### src/rtl/regfile_wb_ctrl.sv
// regfile_wb_ctrl: write-back sequencer for the multicycle CPU register file.
// On start it latches opcode/funct and classifies the instruction. It selects
// the destination register and the write-data source, waits for memory or for
// the mult/div unit, then emits a single regWrite strobe and a done pulse.
// Optional feature macro: WB_TIMEOUT_EN adds a WAIT_MDU watchdog (TIMEOUT).
module regfile_wb_ctrl #(
  parameter int          MEM_LAT = 2,
  parameter logic [5:0]  SP_OP   = 6'h3E,
  parameter logic [5:0]  RS_OP   = 6'h3F
`ifdef WB_TIMEOUT_EN
  , parameter int        TIMEOUT = 64
`endif
) (
  input  logic       clk,
  input  logic       reset,
  input  logic       start,
  input  logic [5:0] opcode,
  input  logic [5:0] funct,
  input  logic       mdu_busy,
  output logic [2:0] regDSTmux,
  output logic [2:0] wb_src,
  output logic       regWrite,
  output logic       done,
  output logic       illegal,
  output logic       timeout
);

  typedef enum logic [2:0] {
    S_IDLE, S_DECODE, S_WAIT_MEM, S_WAIT_MDU, S_WRITE, S_DONE
  } state_t;

  // Decoder result: selects, illegal flag, and the state following DECODE.
  typedef struct packed {
    logic [2:0] dst;
    logic [2:0] src;
    logic       ill;
    state_t     nxt;
  } dec_t;

  localparam logic [2:0] DST_RT = 3'b000, DST_RD = 3'b001, DST_SP = 3'b010,
                         DST_RA = 3'b011, DST_RS = 3'b100;
  localparam logic [2:0] SRC_ALU = 3'b000, SRC_MDR = 3'b001, SRC_HI = 3'b010,
                         SRC_LO  = 3'b011, SRC_PC  = 3'b100;
  localparam logic [3:0] MEM_CNT0 = 4'(MEM_LAT - 1);

  state_t     state, state_nxt;
  logic [5:0] op_q, fn_q;
  logic [2:0] dst_q, src_q;
  logic [3:0] mem_cnt;
  logic       ill_q;
  logic       to_q;
  logic       mdu_to;
  dec_t       dec;

  // Classify the latched instruction.
  always_comb begin
    dec = '{dst: DST_RT, src: SRC_ALU, ill: 1'b0, nxt: S_DONE};
    if (op_q == 6'h00) begin
      case (fn_q)
        6'h10:                             dec = '{DST_RD, SRC_HI,  1'b0, S_WAIT_MDU};
        6'h12:                             dec = '{DST_RD, SRC_LO,  1'b0, S_WAIT_MDU};
        6'h09:                             dec = '{DST_RD, SRC_PC,  1'b0, S_WRITE};
        6'h08, 6'h18, 6'h19, 6'h1A, 6'h1B: dec.nxt = S_DONE;
        6'h20, 6'h22, 6'h24, 6'h25, 6'h2A,
        6'h00, 6'h02, 6'h03, 6'h27:        dec = '{DST_RD, SRC_ALU, 1'b0, S_WRITE};
        default:                           dec.ill = 1'b1;
      endcase
    end else begin
      case (op_q)
        6'h23, 6'h20, 6'h21:               dec = '{DST_RT, SRC_MDR, 1'b0, S_WAIT_MEM};
        6'h08, 6'h09, 6'h0A,
        6'h0C, 6'h0D, 6'h0F:               dec = '{DST_RT, SRC_ALU, 1'b0, S_WRITE};
        6'h03:                             dec = '{DST_RA, SRC_PC,  1'b0, S_WRITE};
        SP_OP:                             dec = '{DST_SP, SRC_ALU, 1'b0, S_WRITE};
        RS_OP:                             dec = '{DST_RS, SRC_ALU, 1'b0, S_WRITE};
        6'h02, 6'h04, 6'h05,
        6'h2B, 6'h28, 6'h29:               dec.nxt = S_DONE;
        default:                           dec.ill = 1'b1;
      endcase
    end
  end

`ifdef WB_TIMEOUT_EN
  localparam int TW = $clog2(TIMEOUT + 1);
  logic [TW-1:0] mdu_cnt;

  assign mdu_to = (state == S_WAIT_MDU) && mdu_busy && (mdu_cnt == TW'(TIMEOUT - 1));

  // Watchdog: count busy cycles in WAIT_MDU; remember a firing until IDLE.
  always_ff @(posedge clk) begin
    if (reset) begin
      mdu_cnt <= '0;
      to_q    <= 1'b0;
    end else begin
      if (state == S_DECODE)                   mdu_cnt <= '0;
      else if (state == S_WAIT_MDU && mdu_busy) mdu_cnt <= mdu_cnt + 1'b1;
      if (state == S_IDLE)  to_q <= 1'b0;
      else if (mdu_to)      to_q <= 1'b1;
    end
  end
`else
  assign mdu_to = 1'b0;
  assign to_q   = 1'b0;
`endif

  // State register.
  always_ff @(posedge clk) begin
    if (reset) state <= S_IDLE;
    else       state <= state_nxt;
  end

  // Next-state logic.
  always_comb begin
    state_nxt = state;
    case (state)
      S_IDLE:     if (start) state_nxt = S_DECODE;
      S_DECODE:   state_nxt = dec.nxt;
      S_WAIT_MEM: if (mem_cnt == 4'd0) state_nxt = S_WRITE;
      S_WAIT_MDU: if (mdu_to) state_nxt = S_DONE;
                  else if (!mdu_busy) state_nxt = S_WRITE;
      S_WRITE:    state_nxt = S_DONE;
      S_DONE:     state_nxt = S_IDLE;
      default:    state_nxt = S_IDLE;
    endcase
  end

  // Instruction latch, selects held DECODE..DONE, memory latency counter.
  always_ff @(posedge clk) begin
    if (reset) begin
      op_q    <= '0;
      fn_q    <= '0;
      dst_q   <= DST_RT;
      src_q   <= SRC_ALU;
      ill_q   <= 1'b0;
      mem_cnt <= '0;
    end else begin
      case (state)
        S_IDLE: begin
          ill_q <= 1'b0;
          if (start) begin
            op_q <= opcode;
            fn_q <= funct;
          end
        end
        S_DECODE: begin
          dst_q   <= dec.dst;
          src_q   <= dec.src;
          ill_q   <= dec.ill;
          mem_cnt <= MEM_CNT0;
        end
        S_WAIT_MEM: if (mem_cnt != 4'd0) mem_cnt <= mem_cnt - 4'd1;
        S_DONE: begin
          dst_q <= DST_RT;
          src_q <= SRC_ALU;
        end
        default: ;
      endcase
    end
  end

  // Moore outputs.
  always_comb begin
    regDSTmux = dst_q;
    wb_src    = src_q;
    regWrite  = (state == S_WRITE);
    done      = (state == S_DONE);
    illegal   = (state == S_DONE) && ill_q;
    timeout   = (state == S_DONE) && to_q;
  end

endmodule

### config.mk
export PLATFORM = sky130hd
export DESIGN_NAME = regfile_wb_ctrl
export DESIGN_NICKNAME = d
export VERILOG_FILES = /design/src/rtl/regfile_wb_ctrl.sv
export SDC_FILE = /design/constraint.sdc
export NUM_CORES = 1
export LEC_CHECK = 0
export BUFFER_PORTS_ARGS = -buffer_cell sky130_fd_sc_hd__buf_4
export CORE_ASPECT_RATIO = 0.9
export CORE_MARGIN = 1
export CORE_UTILIZATION = 45
export CTS_BUF_LIST = sky130_fd_sc_hd__clkbuf_8
export CTS_CLUSTER_DIAMETER = 200
export CTS_CLUSTER_SIZE = 30
export DETAILED_ROUTE_END_ITERATION = 8
export HOLD_SLACK_MARGIN = 0.03
export PLACE_DENSITY_LB_ADDON = 0.05
export SKIP_LAST_GASP = 1
export SLEW_MARGIN = 5
export SYNTH_ARGS = -nofsm -noshare
export SYNTH_HDL_FRONTEND = slang
export SYNTH_SLANG_ARGS = --single-unit
### constraint.sdc
create_clock -name clk -period 4.03 [get_ports clk]
set_input_delay 0.806 -clock clk [delete_from_list [all_inputs] [get_ports clk]]
set_output_delay 0.806 -clock clk [all_outputs]
set_load 0.02 [all_outputs]
==> key figures <==
Worst setup path
  – Worst setup SP type: flop
  – Crit path max-delay cell type: dfxtp_1
  – Count of cell instances traversed by the critical path: 4
  – Top Family by Delay on Critical Path: simple AND/OR/NAND/NOR gates
  – Critical path fanouts, max: 14
  – Bufs and invs on worst path: 1
  – Maximum cell stage delay along the critical path: 0.59 ns
  – Critical Path RT: 3.22 ns
  – Worst setup path category: reg -> out
  – Sort of element at the end of the critical path: output pin
  – Data arrival time of the critical path: 1.61 ns
  – Chain of cells forming the critical path: nand2b_1 -> nor2_1 -> and2_1 -> buf_4
  – R2R cell count: 5

Synthesis
  – Mean area per synthesized cell: 7.81 sq um
  – Count of different cell masters after synthesis: 52
  – Post-synthesis sequential element count: 26
  – Total standard cell area after synthesis: 1440 sq um
  – Gate Count Post-Synth: 184
  – Number of enable flip-flop cells after synthesis: 0
  – Register area share after synthesis: 36.2%
  – Async S/R FF share, synth: 0%
  – Synthesized net count: 202
  – Number of warning messages in the yosys log: 0
  – Top flip-flop cell by instance count after synthesis: dfxtp_1

CTS
  – Post-CTS Setup Repair Bufs: 0
  – Number of buffers on the longest clock path: 2
  – H-tree lvl count: 1
  – CTS hold repair buffers: 0
  – TritonCTS clock tree: yes
  – Clock latency at the later pin of the worst-skew pair: 0.27 ns
  – Buffer type at the clock tree root: clkbuf_8
  – Total clock sinks: 26
  – Register clock-pin slew on the reported worst setup and hold paths: 0.09 ns
  – Number of cells upsized or downsized after cts: 0
  – Num CTS Buffers: 3

Finish
  – Final standard cell utilization of the core: 55.0%
  – Final antenna diode count: 0
  – Proportion of layout cells with a drive suffix above 1: 18.7%
  – Area delta synth->final: 16.5%
  – Nets@finish: 217

Global routing
  – Wire length of the first global-routing pass: 5710 um
  – Pin count of the biggest net entering global routing: 27
  – Met2 GRT Util: 33.3%
  – Remaining Overflow, GRT: 0
  – Layer carrying the most global-route usage: met2
  – Number of antenna violations at the first check in global routing: 0
  – GR Util met3: 5.35%
  – Met1 track demand over resource: 30.8%
  – Number of global-route vias before repair: 1272
  – Overall Global Routing Usage: 22.1%

Place
  – Final RePlAce weighted congestion: 0.817
  – HPWL after detailed placement: 2410 um
  – Worst slack at placement: 1.93 ns
  – IO Port Bufs: 24

STA
  – Count of endpoints failing setup in the final report: 0
  – Clock period minus final worst setup slack: 2.41 ns
  – Highest Clock Rate: 0.414 GHz
  – Worst path setup slack after routing: 1.62 ns
  – Measured slew at the worst slew-check pin: 0.753 ns
  – Hold violation count in the final report: 0
  – Unrepaired setup endpoints after global routing: no
  – Final worst-path cycle share: 59.9%
  – Setup TNS: 0 ns
  – Worst slew slack as a fraction of its limit: 49.6%
  – Final Max Slew Viols: 0
  – Worst setup skew after layout: 0.00429 ns

Die
  – Boundary pin count: 26
  – Die area: 3420 sq um
  – Die height: 55.6 um
  – X dimension of the die: 61.6 um
  – Area of the core: 3040 sq um
  – Site row count: 19
  – Initial core utilization: 47.2%

Job
  – Maximum Capacitance Violations: 0

Pwr
  – Peak ir drop on the vdd network: 293 uV
  – Leakage power of the design: 0.622 nW
  – Power per unit of standard cell area: 557 nW/um^2

Route
  – Average vias per placed instance: 5.52
  – Antenna-violating nets left: 0
  – Residual DRC: 0
  – Router iterations before antenna repair: 4
  – Iteration-0 DRC count of the detailed router: 87
  – Total Routed Length: 3240 um
  – Total number of vias: 1324
  – WL per Instance: 13.5 um

Worst hold path
  – Hold Crit Depth: 2
  – Type of the worst min-delay path: reg -> reg

Outcome
  – Outcome: finished, final reports clean
[metrics by stage]
step           cells  cell area (sq um)  total power [mW]  hold slack [ns]
2_1_floorplan    184               1440             0.642            0.460
3_3_place_gp     236               1600             0.704            0.458
3_5_place_dp     236               1600             0.717            0.478
4_1_cts          240               1670             0.935            0.500
5_1_grt          240               1670              1.00            0.519
6_report         240               1670             0.932            0.501
[state kept, by name, summed over array words and instances (netlist names)]
| register | flops |
|---|---|
| fn_q | 6 |
| op_q | 6 |
| wb_src | 3 |
| state | 3 |
| ill_q | 1 |
| mem_cnt | 4 |
| regDSTmux | 3 |
[synthesized netlist by cell type (2+ instances only)]
cell / count / area (sq um)
inv_1: 6 / 22.5
a21oi_1: 21 / 105
nand2b_1: 4 / 25.0
nor3_1: 7 / 35.0
a211o_1: 3 / 26.3
clkbuf_1: 8 / 30.0
dfxtp_1: 26 / 521
a31oi_1: 3 / 18.8
nor4_2: 2 / 25.0
nor4b_1: 2 / 17.5
nand2_1: 31 / 116
nor2_1: 15 / 56.3
ha_1: 2 / 25.0
a211oi_1: 2 / 15.0
and2_1: 2 / 12.5
nand3b_1: 2 / 15.0
or3_1: 2 / 12.5
buf_2: 3 / 15.0
mux2i_1: 2 / 20.0
a32oi_1: 2 / 17.5
a22oi_1: 2 / 15.0
o21ai_1: 2 / 10.0
o21ai_0: 3 / 15.0
o211ai_1: 4 / 30.0
[final timing paths]
kind                                from  endpoint  slack (ns)
worst max-delay path            state[0]   illegal        1.62
worst min-delay path               ill_q     ill_q        0.50
worst max register to register  state[0]     ill_q        2.16
worst min register to register     ill_q     ill_q        0.50
[worst reg2reg max path: cells and delay by family (launching register included)]
family	cells	cell delay, ns
DFF	1	0.59
and+or+nand+nor	1	0.47
AOI/OAI and AO/OA	4	0.72
[layer usage]
| metal | wire length [um] | share of wire (%) | up-vias |
|---|---|---|---|
| met5 | 0 | 0 | - |
| met4 | 37 | 1.1 | 0 |
| met3 | 111 | 3.4 | 4 |
| met2 | 1460 | 45 | 28 |
| met1 | 1630 | 50 | 608 |
| li1 | - | - | 684 |
[cell type report]
type | count | area (sq um)
Clock buffer | 3 | 41.3
Clock inverter | 1 | 30.0
Fill cell | 340 | 1370
Inverter | 6 | 22.5
Multi-Input combinational cell | 138 | 826
Sequential cell | 26 | 520
Tap cell | 42 | 52.6
Timing Repair Buffer | 24 | 180
[cell families after synthesis]
kind of cell	Yosys count	share of synthesized area, %
other	1	0.261
and+or+nand+nor	77	27.4
adders and majority gates	2	1.74
DFF	26	36.2
muxes	3	2.18
AOI/OAI and AO/OA	53	24.7
buffers and inverters	20	6.27
xor gates and xnor gates	2	1.22
[cells in the final DEF, fill, tap and decap left out, types with 2 or more instances in the layout]
cell type  count
a211o_1        3
a211oi_1       2
a21oi_1       21
a22oi_1        2
a31oi_1        3
a32oi_1        2
and2_1         2
buf_4         24
clkbuf_8       3
dfxtp_1       26
ha_1           2
inv_1          6
mux2i_1        2
nand2_1       31
nand2b_1       4
nand3b_1       2
nor2_1        15
nor3_1         7
nor4_2         2
nor4b_1        2
o211ai_1       4
o21ai_0        3
o21ai_1        2
or3_1          2
[power breakdown]
group          total [mW]  leakage, nW  switching [mW]  internal, mW
combinational       0.340        0.374           0.194         0.146
clock               0.218       0.0357          0.0854         0.133
sequential          0.373        0.212          0.0742         0.299
total               0.932        0.622           0.353         0.578
No activity file was read; power rests on OpenSTA's default activity.
